$ cat config.mk
export PLATFORM = sky130hd
export DESIGN_NAME = sd_cmd_issue_ctrl
export DESIGN_NICKNAME = d
export VERILOG_FILES = /design/src/rtl/sd_cmd_issue_ctrl.sv
export SDC_FILE = /design/constraint.sdc
export NUM_CORES = 1
export LEC_CHECK = 0
export ABC_CLOCK_PERIOD_IN_PS = 3370
export CORE_ASPECT_RATIO = 0.7
export CORE_MARGIN = 2
export CORE_UTILIZATION = 44
export DETAILED_ROUTE_END_ITERATION = 12
export PLACE_DENSITY = 0.86
export REMOVE_ABC_BUFFERS = 1
export SYNTH_ARGS = -nofsm -noshare
export SYNTH_HDL_FRONTEND = slang
export SYNTH_SLANG_ARGS = --single-unit
$ cat constraint.sdc
create_clock -name clock -period 3.37 [get_ports clock]
set_clock_uncertainty 0.2 [all_clocks]
set_input_delay 0.674 -clock clock [delete_from_list [all_inputs] [get_ports clock]]
set_output_delay 0.674 -clock clock [all_outputs]
set_load 0.03 [all_outputs]
$ cat src/rtl/sd_cmd_issue_ctrl.sv
`default_nettype none
// ============================================================================
// Module   : sd_cmd_issue_ctrl
// Brief    : Sequences one SD command on the CMD engine, from the register write
//            through response hand-off and status posting. Setting the
//            SD_CMD_INDEX_CHECK_EN macro adds the response index comparator.
// Revision : 1.0  initial release
// ============================================================================
module sd_cmd_issue_ctrl #(
   parameter int TIMEOUT_CYCLES = 1024,
   parameter int TO_W           = 11
) (
   input  logic         clock,
   input  logic         reset,
   input  logic         sw_reset_cmd,
   input  logic         cmd_wr,
   input  logic [5:0]   cmd_index_in,
   input  logic [1:0]   resp_type_in,
   input  logic         idx_chk_en_in,
   input  logic [31:0]  argument_in,
   input  logic         timeout_en_in,
   output logic         eng_start,
   output logic         eng_abort,
   output logic [5:0]   eng_index,
   output logic [31:0]  eng_argument,
   input  logic         eng_done,
   input  logic [127:0] eng_resp,
   output logic [127:0] resp_data,
   output logic         resp_valid,
   input  logic         resp_ack,
   output logic         cmd_inhibit,
   output logic         int_cmd_complete,
   output logic         err_cmd_timeout,
   output logic         err_cmd_index,
   output logic         cmd_rejected
);

   localparam logic [2:0] c_ST_IDLE  = 3'd0;
   localparam logic [2:0] c_ST_ISSUE = 3'd1;
   localparam logic [2:0] c_ST_WAIT  = 3'd2;
   localparam logic [2:0] c_ST_STORE = 3'd3;
   localparam logic [2:0] c_ST_DONE  = 3'd4;

   localparam logic [TO_W-1:0] c_TO_MAX = TO_W'(TIMEOUT_CYCLES);

   logic [2:0]      r_state;
   logic [2:0]      w_next;
   logic [TO_W-1:0] r_count;
   logic [5:0]      r_index;
   logic [31:0]     r_argument;
   logic [1:0]      r_type;
   logic [127:0]    r_resp;
   logic            w_timeout;
   logic            w_idx_err;

   // A response arriving on the terminal-count cycle still completes the command.
   assign w_timeout = (r_count == c_TO_MAX) && (r_type != 2'b00) && !eng_done;

   always_ff @(posedge clock or negedge reset) begin
      if (!reset) begin
         r_state <= c_ST_IDLE;
      end else begin
         r_state <= w_next;
      end
   end

   always_comb begin
      w_next = r_state;
      if (sw_reset_cmd) begin
         w_next = c_ST_IDLE;
      end else begin
         case (r_state)
            c_ST_IDLE:  if (cmd_wr) w_next = c_ST_ISSUE;
            c_ST_ISSUE: w_next = c_ST_WAIT;
            c_ST_WAIT: begin
               if (eng_done) begin
                  w_next = (r_type == 2'b00) ? c_ST_DONE : c_ST_STORE;
               end else if (w_timeout) begin
                  w_next = c_ST_IDLE;
               end
            end
            c_ST_STORE: if (resp_ack) w_next = c_ST_DONE;
            c_ST_DONE:  w_next = c_ST_IDLE;
            default:    w_next = c_ST_IDLE;
         endcase
      end
   end

   always_comb begin
      eng_start        = 1'b0;
      eng_abort        = 1'b0;
      resp_valid       = 1'b0;
      int_cmd_complete = 1'b0;
      err_cmd_timeout  = 1'b0;
      err_cmd_index    = 1'b0;
      cmd_inhibit      = (r_state != c_ST_IDLE);
      cmd_rejected     = cmd_wr && (r_state != c_ST_IDLE);
      case (r_state)
         c_ST_ISSUE: begin
            eng_start = !sw_reset_cmd;
            eng_abort = sw_reset_cmd;
         end
         c_ST_WAIT: begin
            eng_abort       = sw_reset_cmd || w_timeout;
            err_cmd_timeout = !sw_reset_cmd && w_timeout && timeout_en_in;
         end
         c_ST_STORE: resp_valid = !sw_reset_cmd;
         c_ST_DONE: begin
            int_cmd_complete = !sw_reset_cmd;
            err_cmd_index    = !sw_reset_cmd && w_idx_err;
         end
         default: ;
      endcase
   end

   always_ff @(posedge clock or negedge reset) begin
      if (!reset) begin
         r_count    <= '0;
         r_index    <= '0;
         r_argument <= '0;
         r_type     <= '0;
         r_resp     <= '0;
      end else begin
         if ((r_state == c_ST_IDLE) && cmd_wr && !sw_reset_cmd) begin
            r_index    <= cmd_index_in;
            r_argument <= argument_in;
            r_type     <= resp_type_in;
         end
         if (r_state == c_ST_ISSUE) begin
            r_count <= '0;
         end else if ((r_state == c_ST_WAIT) && (r_count != c_TO_MAX)) begin
            r_count <= r_count + TO_W'(1);
         end
         if ((r_state == c_ST_WAIT) && eng_done && !sw_reset_cmd) begin
            r_resp <= eng_resp;
         end
      end
   end

`ifdef SD_CMD_INDEX_CHECK_EN
   logic r_idx_chk;
   logic r_idx_err;

   always_ff @(posedge clock or negedge reset) begin
      if (!reset) begin
         r_idx_chk <= 1'b0;
         r_idx_err <= 1'b0;
      end else begin
         if ((r_state == c_ST_IDLE) && cmd_wr && !sw_reset_cmd) begin
            r_idx_chk <= idx_chk_en_in;
         end
         if (r_state == c_ST_ISSUE) begin
            r_idx_err <= 1'b0;
         end else if ((r_state == c_ST_WAIT) && eng_done && !sw_reset_cmd) begin
            // Only 48-bit response formats carry the echoed index in [45:40].
            r_idx_err <= r_type[1] && r_idx_chk && (eng_resp[45:40] != r_index);
         end
      end
   end

   assign w_idx_err = r_idx_err;
`else
   logic w_unused_idx_chk;
   assign w_unused_idx_chk = idx_chk_en_in;
   assign w_idx_err        = 1'b0;
`endif

   assign eng_index    = r_index;
   assign eng_argument = r_argument;
   assign resp_data    = r_resp;

endmodule
`default_nettype wire

==> results of run 1 <==
## report_power, final
part	switching, mW	leakage, nW	internal (mW)	total [mW]
Sequential	0.498	2.22	3.11	3.61
Combinational	2.80	2.28	2.43	5.23
Clock	0.856	0.262	0.974	1.83
Total	4.16	4.76	6.52	10.7
## cell usage after synthesis, types with 5 or more instances
master,number
inv_1,5
mux2_2,168
buf_6,12
dfrtp_1,182
nand2b_1,5
o31ai_1,5
nand2_1,11
a21oi_1,6
nand3_1,5
## layer usage
layer / global-route usage / vias to the layer above / wire length [um] / part of all wire
met2: 0.408 / 214 / 10000 / 0.52
met4: 0.0661 / 0 / 338 / 0.018
met3: 0.0735 / 27 / 1450 / 0.075
met1: 0.266 / 2560 / 7450 / 0.39
li1: - / 2350 / - / -
met5: 0 / - / 0 / 0
## worst reg2reg max path, stage by stage, from the launching register on
cell,delay (ps)
dfrtp_1,470
or3b_1,430
buf_4,200
nor3b_4,330
buf_12,370
mux2_2,420
## state kept, by name, summed over array words and instances, names as in the netlist
name	flops
r_state	3
eng_index	6
resp_data	128
r_type	2
eng_argument	32
r_count	11
## worst paths after layout
path | from | to | slack [ps] | cells past startpoint
worst min-delay path | reset | r_count[2]$_DFFE_PN0P_ | 70 | 2
worst max-delay path | r_count[6]$_DFFE_PN0P_ | eng_abort | 110 | 4
worst min register to register | resp_data[117]$_DFFE_PN0P_ | resp_data[117]$_DFFE_PN0P_ | 300 | 1
worst max register to register | r_state[2]$_DFFE_PN0P_ | resp_data[124]$_DFFE_PN0P_ | 830 | 5
max in group asynchronous | reset | eng_argument[9]$_DFFE_PN0P_ | 2390 | 2
min in group clock | resp_data[117]$_DFFE_PN0P_ | resp_data[117]$_DFFE_PN0P_ | 300 | 1
## cells by family (layout without fill, tap and decap cells)
logic type | after synthesis | count (layout) | synth area share
mux | 172 | 172 | 0.269
compound gates | 20 | 20 | 0.0190
fa+ha+maj | 2 | 2 | 0.00348
other cells | 1 | 1 | 0.000522
simple gates | 53 | 53 | 0.0454
flops | 182 | 182 | 0.634
buf+inv | 28 | 398 | 0.0289
## metrics by stage
stage               area, sq um  total power [mW]
global route              11500              11.1
CTS                       11500              10.8
global placement          10900              8.74
finish                    11500              10.7
detailed placement        10900              8.91
floorplan                  7000              6.39
## final cells by class
type,instances,area (sq um)
clock inverters,12,97.6
clock buffers,19,443
inverters,5,18.8
multi-input cells,248,2430
fillers,1072,4680
well taps,225,282
flip-flops and latches,182,4550
repair buffers,362,3640
## repair_timing
item | CTS | global route
gates resized for setup | 12 | 2
setup endpoints to repair | 2 | 2
setup buffers | 0 | 0
==> metrics.txt, run 1 <==
# TYPE chip_impl_metric gauge
chip_impl_metric{name="layout_net_count",unit=""} 994
chip_impl_metric{name="overflow",unit=""} 0
chip_impl_metric{name="design.portCount",unit=""} 350
chip_impl_metric{name="die_w",unit="um"} 157
chip_impl_metric{name="postSynthCellCount",unit=""} 458
chip_impl_info{name="hp-class",value="in -> async"} 1
chip_impl_metric{name="first_global_vias",unit=""} 5609
chip_impl_metric{name="finish.cell_count_without_fillers",unit=""} 1053
chip_impl_metric{name="synth_async_sr_flop_share",unit=""} 1.00
chip_impl_metric{name="cts_buffer_depth",unit=""} 2
chip_impl_metric{name="post_cts_hold_buffer_count",unit=""} 0
chip_impl_metric{name="drt_pass1_iterations",unit=""} 4
chip_impl_metric{name="avgRoutedWirePerCell",unit="um"} 18.3
chip_impl_metric{name="drcViolationCount",unit=""} 0
chip_impl_info{name="path_cells",value="or4b_1, or4b_4, o31ai_1, buf_4"} 1
chip_impl_info{name="final_cell_mix",value="clkdlybuf4s50_1 (344), dfrtp_1 (182), mux2_2 (168), clkbuf_16 (17), buf_4 (12)"} 1
chip_impl_metric{name="place_inst",unit=""} 1022
chip_impl_metric{name="critical_path_buf_inv_count",unit=""} 1
chip_impl_metric{name="synth.yosys.warnings",unit=""} 0
chip_impl_metric{name="routed-via-count",unit=""} 5151
chip_impl_metric{name="clock_insertion_delay_worst_skew",unit="ps"} 410
chip_impl_metric{name="place_hpwl",unit="um"} 14500
chip_impl_info{name="cts_tree",value="yes"} 1
chip_impl_metric{name="grt_first_pass_wirelength",unit="um"} 31000
chip_impl_metric{name="synth.yosys.seq_area_share",unit=""} 0.634
chip_impl_info{name="dominantRegCellSynth",value="dfrtp_1"} 1
chip_impl_metric{name="cap_viol_max_count",unit=""} 0
chip_impl_metric{name="req_time_crit_path",unit="ps"} 2500
chip_impl_metric{name="post_synth_instance_area",unit="sq um"} 7190
chip_impl_metric{name="drt_iter0_markers",unit=""} 314
chip_impl_metric{name="cts_made_buffers",unit=""} 17
chip_impl_metric{name="timing_max_transition_violations_final",unit=""} 0
chip_impl_info{name="synth.top_cells.by_area",value="dfrtp_1 (63%), mux2_2 (26%), buf_6 (1.9%), nand2_1 (0.57%), mux2i_1 (0.56%)"} 1
chip_impl_info{name="path_class",value="reg -> out"} 1
chip_impl_metric{name="critPathMaxFanout",unit=""} 5
chip_impl_metric{name="setup_slack_of_the_critical_path_after_layout",unit="ps"} 107
chip_impl_metric{name="place.gp.congestion",unit=""} 0.819
chip_impl_metric{name="die_area",unit="sq um"} 17400
chip_impl_metric{name="antenna_cells_inserted",unit=""} 0
chip_impl_metric{name="hold_slack",unit="ps"} 67.5
chip_impl_metric{name="final-hold-violation-count",unit=""} 0
chip_impl_info{name="timing.critical_path.max_delay_family",value="simple AND/OR/NAND/NOR gates"} 1
chip_impl_info{name="synth_area_leader_cell",value="dfrtp_1"} 1
chip_impl_metric{name="worst_slew_margin_rel",unit=""} 0.595
chip_impl_metric{name="worst_pin_slew",unit="ps"} 608
chip_impl_metric{name="synth-edff-count",unit=""} 0
chip_impl_metric{name="detail_route.vias_per_cell",unit=""} 4.89
chip_impl_metric{name="cts_max_level",unit=""} 4
chip_impl_metric{name="timing.final.crit_period",unit="ps"} 3260
chip_impl_metric{name="antenna_found_initial",unit=""} 0
chip_impl_metric{name="rows",unit=""} 39
chip_impl_metric{name="cts.reportedPaths.clkPinSlew",unit="ps"} 70
chip_impl_metric{name="area.growth.synth_to_final",unit="%"} 59.7
chip_impl_metric{name="grt.total_usage",unit=""} 0.230
chip_impl_metric{name="worst_ir_drop_on_vdd",unit="uV"} 614
chip_impl_info{name="cts_root_buffer",value="clkbuf_16"} 1
chip_impl_metric{name="timing.critical_path.slowest_cell_delay",unit="ps"} 580
chip_impl_metric{name="final_antenna_net_count",unit=""} 0
chip_impl_info{name="unrepaired_setup_endpoints_after_global_routing",value="no"} 1
chip_impl_metric{name="max_freq",unit="GHz"} 0.306
chip_impl_metric{name="wl",unit="um"} 19300
chip_impl_metric{name="core_area",unit="sq um"} 16200
chip_impl_metric{name="dpl_worst_slack",unit="ps"} 11.0
chip_impl_metric{name="drive_above_1_share",unit=""} 0.267
chip_impl_metric{name="die_h",unit="um"} 111
chip_impl_metric{name="post_synthesis_register_bit_count",unit=""} 182
chip_impl_metric{name="finalSetupViolCount",unit=""} 0
chip_impl_info{name="layout.cells.most_common",value="clkdlybuf4s50_1"} 1
chip_impl_metric{name="grt_max_degree",unit=""} 110
chip_impl_metric{name="power.static_leakage",unit="nW"} 4.76
chip_impl_metric{name="power.density_cell_area",unit="nW/um^2"} 930
chip_impl_metric{name="netlist.area_leader.share",unit=""} 0.634
chip_impl_info{name="crit_path_top_delay_cell",value="or4b_1"} 1
chip_impl_metric{name="fraction_of_the_cycle_the_final_worst_path_needs",unit=""} 0.968
chip_impl_metric{name="worst-endpoint-arrival",unit="ps"} 2390
chip_impl_metric{name="starting_density_of_the_core",unit=""} 0.445
chip_impl_metric{name="synth.lib_cells_used.distinct",unit=""} 41
chip_impl_metric{name="finish.utilization",unit=""} 0.710
chip_impl_info{name="start_kind",value="flop"} 1
chip_impl_metric{name="syn_avg_cell_area",unit="sq um"} 15.7
chip_impl_metric{name="setup_total_negative_slack",unit="ps"} 0
chip_impl_info{name="outcome",value="completed"} 1
chip_impl_metric{name="clock_sink_count",unit=""} 182
chip_impl_info{name="end_kind",value="primary output"} 1
chip_impl_metric{name="port-buffer-count",unit=""} 347
Note: power is estimated with default switching activity, not from simulation.
==> run 2: changes to the inputs <==
--- a/config.mk
+++ b/config.mk
@@ -5,10 +5,11 @@
 export SDC_FILE = /design/constraint.sdc
 export NUM_CORES = 1
 export LEC_CHECK = 0
+export ABC_AREA = 1
 export ABC_CLOCK_PERIOD_IN_PS = 3370
 export CORE_ASPECT_RATIO = 0.7
 export CORE_MARGIN = 2
-export CORE_UTILIZATION = 44
+export CORE_UTILIZATION = 45
 export DETAILED_ROUTE_END_ITERATION = 12
 export PLACE_DENSITY = 0.86
 export REMOVE_ABC_BUFFERS = 1
==> metrics.txt, run 2 <==
# TYPE chip_impl_metric gauge
chip_impl_metric{name="drt_pass1_iterations",unit=""} 6
chip_impl_metric{name="final_antenna_net_count",unit=""} 0
chip_impl_info{name="most_common_cell_in_the_synthesized_netlist",value="nand2_1"} 1
chip_impl_metric{name="timing.final.crit_period",unit="ps"} 3120
chip_impl_metric{name="worst-endpoint-arrival",unit="ps"} 2250
chip_impl_info{name="unrepaired_setup_endpoints_after_global_routing",value="no"} 1
chip_impl_info{name="synth_area_leader_cell",value="dfrtp_1"} 1
chip_impl_metric{name="p_sw_frac",unit=""} 0.424
chip_impl_metric{name="sequential_standard_cell_area",unit="sq um"} 4550
chip_impl_metric{name="routed-via-count",unit=""} 6790
chip_impl_metric{name="antenna_cells_inserted",unit=""} 0
chip_impl_metric{name="detail_route.vias_per_cell",unit=""} 5.02
chip_impl_metric{name="avgRoutedWirePerCell",unit="um"} 16.9
chip_impl_metric{name="area.growth.synth_to_final",unit="%"} 54.3
chip_impl_metric{name="netlist.area_leader.share",unit=""} 0.596
chip_impl_metric{name="post_synth_instance_area",unit="sq um"} 7650
chip_impl_metric{name="starting_density_of_the_core",unit=""} 0.464
chip_impl_metric{name="cts_made_buffers",unit=""} 17
chip_impl_info{name="start_kind",value="flop"} 1
chip_impl_metric{name="finish.utilization",unit=""} 0.716
chip_impl_metric{name="design.portCount",unit=""} 350
chip_impl_metric{name="seq_power_share",unit=""} 0.318
chip_impl_info{name="cts_root_buffer",value="clkbuf_16"} 1
chip_impl_metric{name="setup_total_negative_slack",unit="ps"} 0
chip_impl_metric{name="synth.yosys.warnings",unit=""} 0
chip_impl_metric{name="cap_viol_max_count",unit=""} 0
chip_impl_info{name="final_cell_mix",value="clkdlybuf4s50_1 (344), nand2_1 (298), dfrtp_1 (182), nand3_1 (141), mux2_1 (31)"} 1
chip_impl_metric{name="critical_path_buf_inv_count",unit=""} 2
chip_impl_metric{name="timing_max_transition_violations_final",unit=""} 0
chip_impl_metric{name="multi_input_area",unit="sq um"} 2640
chip_impl_info{name="synth.top_cells.by_area",value="dfrtp_1 (60%), nand2_1 (15%), nand3_1 (9.2%), mux2_1 (4.6%), buf_6 (2.1%)"} 1
chip_impl_metric{name="core_area",unit="sq um"} 16500
chip_impl_info{name="ys_top_cells_by_count",value="nand2_1 (299), dfrtp_1 (182), nand3_1 (141), mux2_1 (31), nor2_1 (23)"} 1
chip_impl_metric{name="drcViolationCount",unit=""} 0
chip_impl_metric{name="setup_slack_of_the_critical_path_after_layout",unit="ps"} 250
chip_impl_metric{name="worst_slew_margin_rel",unit=""} 0.440
chip_impl_metric{name="post_synthesis_register_bit_count",unit=""} 182
chip_impl_metric{name="worst_pin_slew",unit="ps"} 840
chip_impl_metric{name="grt.total_usage",unit=""} 0.258
chip_impl_metric{name="die_w",unit="um"} 160
chip_impl_metric{name="req_time_crit_path",unit="ps"} 2500
chip_impl_metric{name="count_of_fill_cells_added_during_filler_insertion",unit=""} 1204
chip_impl_metric{name="syn_avg_cell_area",unit="sq um"} 9.65
chip_impl_metric{name="cts_max_level",unit=""} 4
chip_impl_metric{name="die_h",unit="um"} 113
chip_impl_metric{name="finalSetupViolCount",unit=""} 0
chip_impl_metric{name="fraction_of_the_cycle_the_final_worst_path_needs",unit=""} 0.926
chip_impl_metric{name="synth.yosys.seq_area_share",unit=""} 0.596
chip_impl_info{name="end_kind",value="primary output"} 1
chip_impl_metric{name="power.density_cell_area",unit="nW/um^2"} 1020
chip_impl_metric{name="detailed_place.area",unit="sq um"} 11200
chip_impl_metric{name="cts.reportedPaths.clkPinSlew",unit="ps"} 70
chip_impl_metric{name="rows",unit=""} 39
chip_impl_metric{name="largest_register_ff_count",unit=""} 128
chip_impl_metric{name="antenna_found_initial",unit=""} 0
chip_impl_metric{name="overflow",unit=""} 0
chip_impl_info{name="hp-class",value="in -> async"} 1
chip_impl_metric{name="final-hold-violation-count",unit=""} 0
chip_impl_metric{name="port-buffer-count",unit=""} 347
chip_impl_metric{name="place.gp.congestion",unit=""} 0.807
chip_impl_metric{name="place_hpwl",unit="um"} 16000
chip_impl_metric{name="hold_slack",unit="ps"} 77.1
chip_impl_info{name="dominantRegCellSynth",value="dfrtp_1"} 1
chip_impl_metric{name="layout_net_count",unit=""} 1294
chip_impl_metric{name="die_area",unit="sq um"} 18100
chip_impl_metric{name="first_global_vias",unit=""} 7010
chip_impl_metric{name="wl",unit="um"} 22900
chip_impl_metric{name="drt_iter0_markers",unit=""} 507
chip_impl_info{name="cts_tree",value="yes"} 1
chip_impl_metric{name="clock_insertion_delay_worst_skew",unit="ps"} 420
chip_impl_metric{name="timing.critical_path.slowest_cell_delay",unit="ps"} 480
chip_impl_metric{name="cts_buffer_depth",unit=""} 2
chip_impl_metric{name="grt_first_pass_wirelength",unit="um"} 36600
chip_impl_metric{name="postSynthCellCount",unit=""} 792
chip_impl_info{name="timing.critical_path.max_delay_family",value="buffers and inverters"} 1
chip_impl_info{name="layout.cells.most_common",value="clkdlybuf4s50_1"} 1
chip_impl_metric{name="comb_power_share",unit=""} 0.505
chip_impl_metric{name="synth-edff-count",unit=""} 0
chip_impl_info{name="crit_path_top_delay_cell",value="dfrtp_1"} 1
chip_impl_info{name="path_cells",value="inv_1, ha_1, nand3_1, nor2_1, nand2_1, o21ai_0, dlygate4sd2_1"} 1
chip_impl_metric{name="dpl_worst_slack",unit="ps"} 223
chip_impl_metric{name="critPathMaxFanout",unit=""} 9
chip_impl_metric{name="clkPwrFrac",unit=""} 0.177
chip_impl_metric{name="post-cts-setup-buffer-count",unit=""} 0
chip_impl_metric{name="drive_above_1_share",unit=""} 0.0541
chip_impl_metric{name="clock_sink_count",unit=""} 182
chip_impl_metric{name="max_freq",unit="GHz"} 0.321
chip_impl_metric{name="power.static_leakage",unit="nW"} 5.58
chip_impl_metric{name="final_cell_area",unit="sq um"} 11800
chip_impl_metric{name="synth_async_sr_flop_share",unit=""} 1.00
chip_impl_metric{name="power_switching",unit="mW"} 5.11
chip_impl_metric{name="synth.lib_cells_used.distinct",unit=""} 27
chip_impl_metric{name="worst_ir_drop_on_vdd",unit="uV"} 719
chip_impl_metric{name="grt_max_degree",unit=""} 130
chip_impl_info{name="path_class",value="reg -> out"} 1
chip_impl_info{name="outcome",value="completed"} 1
chip_impl_metric{name="cell_internal_pwr",unit="mW"} 6.94
[run 2: power by group through the flow]
stage	registers, mW	logic, mW	clock network [mW]
6_report	3.83	6.08	2.13
5_1_grt	3.96	6.40	2.27
4_1_cts	3.83	6.13	2.16
3_5_place_dp	3.83	6.11	0
3_3_place_gp	3.78	5.99	0
2_1_floorplan	5.81	1.22	0
[run 2: final timing paths]
path / from / endpoint / slack (ps) / depth (start not counted)
max: r_count[0]$_DFFE_PN0P_ / eng_abort / 250 / 7
min: reset / resp_data[53]$_DFFE_PN0P_ / 80 / 1
max reg2reg: r_count[0]$_DFFE_PN0P_ / r_count[7]$_DFFE_PN0P_ / 1070 / 8
min reg2reg: resp_data[99]$_DFFE_PN0P_ / resp_data[99]$_DFFE_PN0P_ / 270 / 2
min in group clock: resp_data[99]$_DFFE_PN0P_ / resp_data[99]$_DFFE_PN0P_ / 270 / 2
max in group asynchronous: reset / r_count[8]$_DFFE_PN0P_ / 2170 / 2
[run 2: metal layers]
| layer | vias up | wire length [um] | GRT usage |
|---|---|---|---|
| li1 | 3199 | - | - |
| met1 | 3291 | 8650 | 0.295 |
| met2 | 263 | 11800 | 0.459 |
| met3 | 37 | 1900 | 0.0891 |
| met4 | 0 | 512 | 0.0793 |
| met5 | - | 0 | 0 |
[run 2: per-stage QoR]
stage | power [mW] | std cells
2_1_floorplan | 7.02 | 740
3_3_place_gp | 9.77 | 1322
3_5_place_dp | 9.94 | 1322
4_1_cts | 12.1 | 1353
5_1_grt | 12.6 | 1353
6_report | 12.0 | 1353
[run 2: layout make-up]
type                            instances  share of cell area
Inverter                               19             0.00626
Clock inverter                         13              0.0165
Clock buffer                           18              0.0364
Tap cell                              225              0.0239
Sequential cell                       182               0.386
Multi-Input combinational cell        539               0.224
Timing Repair Buffer                  357               0.307
[run 2: worst reg2reg max path: cells and delay by family, from the launching register on]
family        cells  cell delay, ps
buf+inv           1              80
flops             1             500
simple gates      6            1190
fa+ha+maj         1             220
[run 2: cell families after synthesis]
| group | count (synthesis) | share of synthesized area |
|---|---|---|
| AOI/OAI and AO/OA | 9 | 0.00687 |
| muxes | 40 | 0.0589 |
| adders and majority gates | 2 | 0.00327 |
| buffers and inverters | 71 | 0.0599 |
| other | 1 | 0.000490 |
| and+or+nand+nor | 485 | 0.273 |
| xor gates and xnor gates | 2 | 0.00229 |
| DFF | 182 | 0.596 |
[run 2: repair_timing]
item / CTS / global route
gates cloned: 0 / 0
gates resized for setup: 1 / 1
hold buffers: 0 / 0
endpoints found under the setup margin: 1 / 1
==> run 3: changes to the inputs <==
--- a/config.mk
+++ b/config.mk
@@ -13,6 +13,7 @@
 export DETAILED_ROUTE_END_ITERATION = 12
 export PLACE_DENSITY = 0.86
 export REMOVE_ABC_BUFFERS = 1
+export SLEW_MARGIN = 20
 export SYNTH_ARGS = -nofsm -noshare
 export SYNTH_HDL_FRONTEND = slang
 export SYNTH_SLANG_ARGS = --single-unit
==> results of run 3 <==
Final layout, timing and power as in run 2 (identical DEF).
